## src/rtl/wb_port_arbiter.sv

```systemverilog
// Register-file write-port arbiter: the pipeline writeback has fixed priority and
// long-latency results queue in a small FIFO that drains into idle slots. Registers
// with a queued LL write are exported as a busy mask. A stall is requested when the
// FIFO has been starved for too long.
module wb_port_arbiter #(
  parameter int unsigned DEPTH        = 4,
  parameter int unsigned STARVE_LIMIT = 8,
  parameter int unsigned DATA_W       = 32
) (
  input  logic              clk,
  input  logic              rst,
  input  logic              pipe_wr_en,
  input  logic [4:0]        pipe_rd,
  input  logic [DATA_W-1:0] pipe_wdata,
  input  logic              ll_valid,
  output logic              ll_ready,
  input  logic [4:0]        ll_rd,
  input  logic [DATA_W-1:0] ll_wdata,
  output logic              write_en,
  output logic [4:0]        rd,
  output logic [DATA_W-1:0] write_data,
  output logic [31:0]       busy_mask,
  output logic              stall_req
);

  localparam int unsigned AW = (DEPTH > 1) ? $clog2(DEPTH) : 1;
  localparam int unsigned CW = AW + 1;
  localparam int unsigned SW = $clog2(STARVE_LIMIT + 1);

  localparam logic [CW-1:0] FullCount  = CW'(DEPTH);
  localparam logic [SW-1:0] StarveSat  = SW'(STARVE_LIMIT);

  // FIFO state
  logic [AW-1:0]     wptr_q, wptr_d;
  logic [AW-1:0]     rptr_q, rptr_d;
  logic [CW-1:0]     count_q, count_d;
  logic [4:0]        rd_mem_q   [DEPTH];
  logic [4:0]        rd_mem_d   [DEPTH];
  logic [DATA_W-1:0] data_mem_q [DEPTH];
  logic [DATA_W-1:0] data_mem_d [DEPTH];

  // Starvation tracking
  logic [SW-1:0]     starve_cnt_q, starve_cnt_d;
  logic              stall_q, stall_d;

  // Registered write-port outputs
  logic              we_q, we_d;
  logic [4:0]        rd_q, rd_d;
  logic [DATA_W-1:0] wdata_q, wdata_d;

  // Slot decisions
  logic              pipe_win;
  logic              fifo_empty;
  logic              fifo_full;
  logic              pop;
  logic              push;
  logic [DEPTH-1:0]  entry_valid;

  // Slot arbitration and handshake decode; pipe_rd=0 leaves the slot free for the FIFO.
  always_comb begin
    fifo_empty = (count_q == '0);
    fifo_full  = (count_q == FullCount);
    pipe_win   = pipe_wr_en && (pipe_rd != 5'd0);
    pop        = !pipe_win && !fifo_empty;
    // ready comes only from the registered count, so a same-cycle pop never frees a slot
    ll_ready   = !fifo_full && !rst;
    // x0 results complete the handshake but are discarded
    push       = ll_valid && ll_ready && (ll_rd != 5'd0);
  end

  // FIFO next state: circular pointers, storage write, occupancy count.
  always_comb begin
    wptr_d     = wptr_q;
    rptr_d     = rptr_q;
    count_d    = count_q;
    rd_mem_d   = rd_mem_q;
    data_mem_d = data_mem_q;
    if (push) begin
      rd_mem_d[wptr_q]   = ll_rd;
      data_mem_d[wptr_q] = ll_wdata;
      wptr_d             = wptr_q + AW'(1);
    end
    if (pop) begin
      rptr_d = rptr_q + AW'(1);
    end
    unique case ({push, pop})
      2'b10:   count_d = count_q + CW'(1);
      2'b01:   count_d = count_q - CW'(1);
      default: count_d = count_q;
    endcase
  end

  // Output slot winner: pipeline first, then FIFO head, else idle with rd/data held.
  always_comb begin
    we_d    = 1'b0;
    rd_d    = rd_q;
    wdata_d = wdata_q;
    if (pipe_win) begin
      we_d    = 1'b1;
      rd_d    = pipe_rd;
      wdata_d = pipe_wdata;
    end else if (pop) begin
      we_d    = 1'b1;
      rd_d    = rd_mem_q[rptr_q];
      wdata_d = data_mem_q[rptr_q];
    end
  end

  // Starvation counter: counts pipe-won slots while LL results wait, saturating.
  always_comb begin
    starve_cnt_d = starve_cnt_q;
    if (fifo_empty || pop) begin
      starve_cnt_d = '0;
    end else if (starve_cnt_q != StarveSat) begin
      starve_cnt_d = starve_cnt_q + SW'(1);
    end
    stall_d = (starve_cnt_d == StarveSat);
  end

  // Entry i is live when its distance from the read pointer is below the count.
  always_comb begin
    for (int unsigned i = 0; i < DEPTH; i++) begin
      entry_valid[i] = (CW'(AW'(AW'(i) - rptr_q)) < count_q);
    end
  end

  // Busy mask: one-hot of each live entry's destination, so duplicates stay set.
  always_comb begin
    busy_mask = '0;
    for (int unsigned i = 0; i < DEPTH; i++) begin
      if (entry_valid[i]) begin
        busy_mask[rd_mem_q[i]] = 1'b1;
      end
    end
  end

  // State registers with asynchronous active-high reset.
  always_ff @(posedge clk or posedge rst) begin
    if (rst) begin
      wptr_q       <= '0;
      rptr_q       <= '0;
      count_q      <= '0;
      starve_cnt_q <= '0;
      stall_q      <= 1'b0;
      we_q         <= 1'b0;
      rd_q         <= '0;
      wdata_q      <= '0;
      for (int unsigned i = 0; i < DEPTH; i++) begin
        rd_mem_q[i]   <= '0;
        data_mem_q[i] <= '0;
      end
    end else begin
      wptr_q       <= wptr_d;
      rptr_q       <= rptr_d;
      count_q      <= count_d;
      starve_cnt_q <= starve_cnt_d;
      stall_q      <= stall_d;
      we_q         <= we_d;
      rd_q         <= rd_d;
      wdata_q      <= wdata_d;
      rd_mem_q     <= rd_mem_d;
      data_mem_q   <= data_mem_d;
    end
  end

  // Output drive from registers.
  always_comb begin
    write_en   = we_q;
    rd         = rd_q;
    write_data = wdata_q;
    stall_req  = stall_q;
  end

endmodule

```

## config.mk

```make
export PLATFORM = sky130hd
export DESIGN_NAME = wb_port_arbiter
export DESIGN_NICKNAME = d
export VERILOG_FILES = /design/src/rtl/wb_port_arbiter.sv
export SDC_FILE = /design/constraint.sdc
export NUM_CORES = 1
export LEC_CHECK = 0
export ABC_AREA = 0
export CAP_MARGIN = 20
export CORE_MARGIN = 5
export CORE_UTILIZATION = 35
export CTS_CLUSTER_SIZE = 30
export DETAILED_ROUTE_END_ITERATION = 10
export PLACE_DENSITY = 0.65
export SYNTH_ARGS = -nofsm -noshare
export SYNTH_HDL_FRONTEND = slang
export SYNTH_SLANG_ARGS = --single-unit
```

## constraint.sdc

```tcl
create_clock -name clk -period 6.1 [get_ports clk]
set_input_delay 0.915 -clock clk [delete_from_list [all_inputs] [get_ports clk]]
set_output_delay 0.915 -clock clk [all_outputs]
set_load 0.02 [all_outputs]
```

==> results of run 1 <==
-- routing by layer --
metal	track usage	share of wire	vias up
li1	-	-	3306
met1	0.2202	0.45	3599
met2	0.2630	0.47	235
met3	0.03981	0.052	45
met4	0.05791	0.026	2
met5	0	0.00049	-
-- cell type report --
class	count	share of cell area
sequential	198	0.3947
tap	384	0.03825
multi-input combinational	545	0.3797
inverter	20	0.006276
timing repair buffer	164	0.1349
clock inverter	14	0.01126
clock buffer	18	0.03496
-- registers in the layout, indices dropped and copies added (netlist names), 2 cells and up --
signal,cells
starve_cnt_q,4
rd,5
rd_mem_q,20
wptr_q,2
data_mem_q,128
count_q,3
write_data,32
rptr_q,2
-- Yosys cell counts, types with 2 or more instances --
library cell	instances
nor4_1	4
or2_2	5
nand2b_1	14
a211o_1	3
xnor2_1	4
nor3_1	8
o2111ai_1	7
dfrtp_1	198
buf_1	7
a221o_1	8
nand4_1	4
inv_1	20
a21oi_1	72
or4_1	2
buf_6	12
or3_1	4
ha_1	11
a22oi_1	7
buf_2	5
o2bb2a_1	3
a211oi_1	2
nand2_1	52
xor2_1	5
a2bb2oi_1	6
o22a_1	4
o211ai_1	2
a2111oi_0	6
and2_1	3
mux4_2	37
nand3_1	9
nand2_2	4
a2bb2o_1	3
a32oi_1	4
nor2b_1	12
nor3b_1	2
mux2_2	146
nor2_1	47
mux2i_1	4
o22ai_1	5
clkbuf_1	25
o2111a_1	2
o221ai_1	21
-- metrics by stage --
step | setup WS, ps | total power [W] | area, µm² | hold slack, ps | std cells
finish | 1299 | 0.006886 | 12560 | 501.1 | 1343
global route | 1078 | 0.007324 | 12560 | 510.3 | 1343
CTS | 1299 | 0.006927 | 12470 | 504.9 | 1339
detailed placement | 1781 | 0.005807 | 11890 | 488.2 | 1307
global placement | 1706 | 0.005748 | 11870 | 482.2 | 1306
floorplan | 2577 | 0.004608 | 10070 | 473.8 | 813
-- critical path, cell delays in order, from the launching register on --
cell and delay [ps]:
dfrtp_2 690, xor2_1 260, inv_1 70, ha_1 260, nor2b_1 190, a2111oi_1 1060
a221o_1 320, clkdlybuf4s50_1 610
-- how the worst max path moves through the flow --
stage	endpoint	slack, ps	cells after the start
4_1_cts	busy_mask[26]	1300	7
2_1_floorplan	busy_mask[16]	2580	9
5_1_grt	busy_mask[5]	1080	6
3_5_place_dp	busy_mask[26]	1780	7
6_report	busy_mask[26]	1300	7
3_3_place_gp	busy_mask[26]	1710	7
-- report_power, final --
part	internal, W	switching, W
Clock	0.000587	0.000516
Combinational	0.00169	0.00166
Sequential	0.00196	0.000472
Total	0.00423	0.00265
-- cells by family after synthesis --
kind of cell             Yosys count  share of synthesized area
XOR/XNOR                           9                   0.007832
flip-flops                       198                     0.4924
buffers and inverters             70                    0.03606
AO/OA/AOI/OAI                    164                     0.1165
adder cells (fa/ha/maj)           12                    0.01567
multiplexers                     187                     0.2502
AND/OR/NAND/NOR                  173                    0.08144
==> flow_metrics.env, run 1 <==
export IMPL_io_pins=150
export IMPL_synth_top_cell_by_area="dfrtp_1"
export IMPL_start_util=0.3525
export IMPL_grt_overflow_total=0
export IMPL_syn_nets=903
export IMPL_synth_top_area_share=0.4924
export IMPL_cp_max_fo=15
export IMPL_cts_sinks=198
export IMPL_yosys_warnings=0
export IMPL_synth_seq_cells=198
export IMPL_peakVddDrop_mv=0.1939
export IMPL_hpwl_um=18230
export IMPL_final_max_slew_viol_count=0
export IMPL_cts_tree="built"
export IMPL_required_ps=5180
export IMPL_post_route_min_period_ps=4801
export IMPL_syn_avg_cell_area_um2=12.38
export IMPL_drt_iter0_drc=516
export IMPL_worstSetupPathType="register to output port"
export IMPL_worstSetupStartpointType="register"
export IMPL_fmaxAchievable_mhz=208.3
export IMPL_cp_startpoint="rptr_q[0]"
export IMPL_synth_cell_area_um2=10060
export IMPL_status="completed"
export IMPL_async_reset_ff_frac=1.000
export IMPL_final_common_cell="dfrtp_1"
export IMPL_holdPathEnd="data_mem_q[38]"
export IMPL_setup_viol=0
export IMPL_regToRegStartpoint="count_q[2]"
export IMPL_rrSetupSlack_ps=3370
export IMPL_core_area_um2=28550
export IMPL_worstSetupEndpointType="output port"
export IMPL_synth_edf_count=0
export IMPL_cts_made_buffers=17
export IMPL_die_area_um2=32240
export IMPL_vias=7187
export IMPL_antenna_left=0
export IMPL_portBuffers=149
export IMPL_hold_violations=0
export IMPL_grt_pass1_vias=7493
export IMPL_path_clk_slew_ps=70
export IMPL_hold_depth=1
export IMPL_tightestPinTransition_ps=1146
export IMPL_ys_top_cells_by_area="dfrtp_1, mux2_2, mux4_2"
export IMPL_cts_resized=0
export IMPL_fin_util=0.4400
export IMPL_nFillCells=2737
export IMPL_arrival_ps=3890
export IMPL_avgRoutedWirePerCell_um=19.89
export IMPL_fin_crit_sh=0.7871
export IMPL_min_from="data_mem_q[38]"
export IMPL_skew_ps=13.06
export IMPL_setup_tns_final_ps=0
export IMPL_leakage_nw=5.141
export IMPL_multiInputGateArea_um2=4770
export IMPL_placementRows=62
export IMPL_grt_max_degree=105
export IMPL_drc_errors=0
export IMPL_relSlewSlack=0.2340
export IMPL_synthToLayoutAreaGrowth_pct=24.82
export IMPL_most_common_layout_cells="dfrtp_1, clkdlybuf4s50_1, mux2_2, a21oi_1, nand2_1"
export IMPL_antennaDiodeCount=0
export IMPL_cts_hold_buffers=0
export IMPL_antenna_found_initial=1
export IMPL_clock_latency_ps=430
export IMPL_hold_path_class="register to register"
export IMPL_viasPerCell=5.351
export IMPL_cts_root_buffer_cell="clkbuf_16"
export IMPL_grt_pass1_wl_um=42720
export IMPL_r2r_end="data_mem_q[104]"
export IMPL_drive_gt1_frac=0.2586
export IMPL_ys_seq_area_frac=0.4924
export IMPL_clockBufferDepth=2
export IMPL_fin_nets=1036
export IMPL_h_tree_depth=4
export IMPL_synth_distinct_cells=56
export IMPL_die_width_um=179.6
export IMPL_syn_inst=813
export IMPL_cts_setup_buffers=0
export IMPL_cap_violations=0
export IMPL_rsz0062_at_grt="false"
export IMPL_drt_pass1_iterations=5
export IMPL_drt_total_wl_um=26710
export IMPL_globalplace_congestion=0.8876
export IMPL_regArea_um2=4957
export IMPL_synth_flop_cell="dfrtp_1"
export IMPL_die_h_um=179.6
export IMPL_power_density_nw_per_um2=548.2
export IMPL_grtUsageTotal=0.1646
export IMPL_reg2reg_depth=5
Power figures use the tool's default switching activity.
==> inputs of run 2 (changes only) <==
==> constraint.sdc (replaced) <==
create_clock -name clk -period 4.3 [get_ports clk]
set_input_delay 0.645 -clock clk [delete_from_list [all_inputs] [get_ports clk]]
set_output_delay 0.645 -clock clk [all_outputs]
set_load 0.02 [all_outputs]
==> run 2 against run 1 <==
- clock skew is 2.0 ps lower
- worst hold slack got worse by 0.61 ps
- global-route usage rose by 0.37 points
- clock power rose by 39%
- non-clock buffer count rose by 4
- wire length is 3.3% higher
- register-to-register slack got worse by 1700 ps
- largest power group unchanged
- highest routed layer unchanged
==> flow_metrics.env, run 2 (synthesis gave the netlist of run 1 again) <==
export IMPL_layout_setup_ws_ps=319.3
export IMPL_cts_resized=0
export IMPL_synthToLayoutAreaGrowth_pct=24.57
export IMPL_drt_total_wl_um=27580
export IMPL_swShare=0.3833
export IMPL_drt_iter0_drc=498
export IMPL_io_pins=150
export IMPL_start_util=0.3525
export IMPL_portBuffers=149
export IMPL_cap_violations=0
export IMPL_core_area_um2=28550
export IMPL_p_sw_w=0.003736
export IMPL_grt_max_degree=117
export IMPL_worstSetupEndpointType="output port"
export IMPL_setup_tns_final_ps=0
export IMPL_drt_pass1_iterations=5
export IMPL_peakVddDrop_mv=0.3373
export IMPL_r2r_end="data_mem_q[82]"
export IMPL_cts_sinks=198
export IMPL_required_ps=3650
export IMPL_fin_nets=1040
export IMPL_globalplace_congestion=0.9247
export IMPL_final_max_slew_viol_count=0
export IMPL_grt_pass1_vias=7546
export IMPL_path_clk_slew_ps=70
export IMPL_place_ws_ps=742.6
export IMPL_reg2reg_depth=5
export IMPL_hpwl_um=18820
export IMPL_hold_depth=1
export IMPL_skew_ps=11.04
export IMPL_cts_root_buffer_cell="clkbuf_16"
export IMPL_grtUsageTotal=0.1682
export IMPL_final_common_cell="dfrtp_1"
export IMPL_antennaDiodeCount=0
export IMPL_drive_gt1_frac=0.2578
export IMPL_min_from="data_mem_q[42]"
export IMPL_power_density_nw_per_um2=777.5
export IMPL_top_register="data_mem_q"
export IMPL_holdPathEnd="data_mem_q[42]"
export IMPL_multiInputGateArea_um2=4765
export IMPL_antenna_found_initial=1
export IMPL_fin_crit_sh=0.9257
export IMPL_die_h_um=179.6
export IMPL_seq_power_share=0.354
export IMPL_worstSetupPathType="register to output port"
export IMPL_cts_made_buffers=17
export IMPL_relSlewSlack=0.3732
export IMPL_placementRows=62
export IMPL_drc_errors=0
export IMPL_hold_path_class="register to register"
export IMPL_leakage_nw=5.135
export IMPL_nFillCells=2729
export IMPL_tightestPinTransition_ps=940.2
export IMPL_rrSetupSlack_ps=1640
export IMPL_fin_worst_hold_slack_ps=500.5
export IMPL_cts_hold_buffers=0
export IMPL_arrival_ps=3340
export IMPL_largest_reg_flops=128
export IMPL_regToRegStartpoint="count_q[2]"
export IMPL_antenna_left=0
export IMPL_clock_latency_ps=420
export IMPL_status="completed"
export IMPL_cp_max_fo=12
export IMPL_grt_pass1_wl_um=43370
export IMPL_avgRoutedWirePerCell_um=20.49
export IMPL_hold_violations=0
export IMPL_worstSetupStartpointType="register"
export IMPL_internal_power_w=0.006011
export IMPL_h_tree_depth=4
export IMPL_regArea_um2=4957
export IMPL_fmaxAchievable_mhz=251.2
export IMPL_setup_viol=0
export IMPL_viasPerCell=5.462
export IMPL_die_width_um=179.6
export IMPL_grt_overflow_total=0
export IMPL_cts_setup_buffers=0
export IMPL_combPwrFrac=0.489
export IMPL_post_route_min_period_ps=3981
export IMPL_cts_tree="built"
export IMPL_rsz0062_at_grt="false"
export IMPL_power_frac_clock=0.157
export IMPL_vias=7352
export IMPL_die_area_um2=32240
export IMPL_clockBufferDepth=2
export IMPL_most_common_layout_cells="dfrtp_1, clkdlybuf4s50_1, mux2_2, a21oi_1, nand2_1"
## run 2: worst max-delay path, cell delays in order, from the launching register on
cell and delay [ps]:
dfrtp_2 530, xor2_1 210, inv_1 70, ha_1 260, nor2b_1 190, a2111oi_0 620, buf_4 240, a221o_1 180
clkdlybuf4s50_1 630
## run 2: metrics by stage
stage / area, µm² / total power (W) / std cells / utilization
after floorplan: 10070 / 0.006537 / 813 / -
after global placement: 11980 / 0.008184 / 1315 / 0.4196
after detailed placement: 11980 / 0.008257 / 1315 / 0.4196
after CTS: 12540 / 0.009815 / 1346 / 0.4391
after global routing: 12540 / 0.01036 / 1346 / 0.4391
final: 12540 / 0.009746 / 1346 / 0.4391
## run 2: area by class of cell
| class | count | share of cell area |
|---|---|---|
| Sequential cell | 198 | 0.3954 |
| Tap cell | 384 | 0.03833 |
| Clock inverter | 9 | 0.007486 |
| Timing Repair Buffer | 168 | 0.1353 |
| Clock buffer | 22 | 0.03703 |
| Multi-Input combinational cell | 545 | 0.3801 |
| Inverter | 20 | 0.006288 |
## run 2: how the worst max path moves through the flow
stage,from,end,depth (start not counted)
after floorplan,rptr_q[0],busy_mask[16],9
after global placement,rptr_q[0],busy_mask[26],8
after detailed placement,rptr_q[0],busy_mask[30],8
after global routing,rptr_q[0],busy_mask[30],8
final,rptr_q[0],busy_mask[30],8
after CTS,rptr_q[0],busy_mask[30],8
## run 2: metal layers
metal / GRT usage / share of wire / up-vias
li1: - / - / 3309
met1: 0.2309 / 0.46 / 3750
met2: 0.2699 / 0.47 / 249
met3: 0.04163 / 0.056 / 42
met4: 0.04206 / 0.017 / 2
met5: 0 / 0.00047 / -
## run 2: power by group through the flow
stage,Clock (W),Combinational [W],Sequential (W)
after floorplan,0,0.00314,0.00340
after global routing,0.00166,0.00514,0.00356
after detailed placement,0,0.00478,0.00347
after CTS,0.00158,0.00480,0.00344
after global placement,0,0.00474,0.00344
final,0.00153,0.00477,0.00345
==> inputs of run 3 (changes only) <==
--- a/config.mk
+++ b/config.mk
@@ -6,6 +6,7 @@
 export NUM_CORES = 1
 export LEC_CHECK = 0
 export ABC_AREA = 0
+export ABC_CLOCK_PERIOD_IN_PS = 4300
 export CAP_MARGIN = 20
 export CORE_MARGIN = 5
 export CORE_UTILIZATION = 35
==> results of run 3 <==
The final DEF is identical to that of run 2; final timing and power are the same.
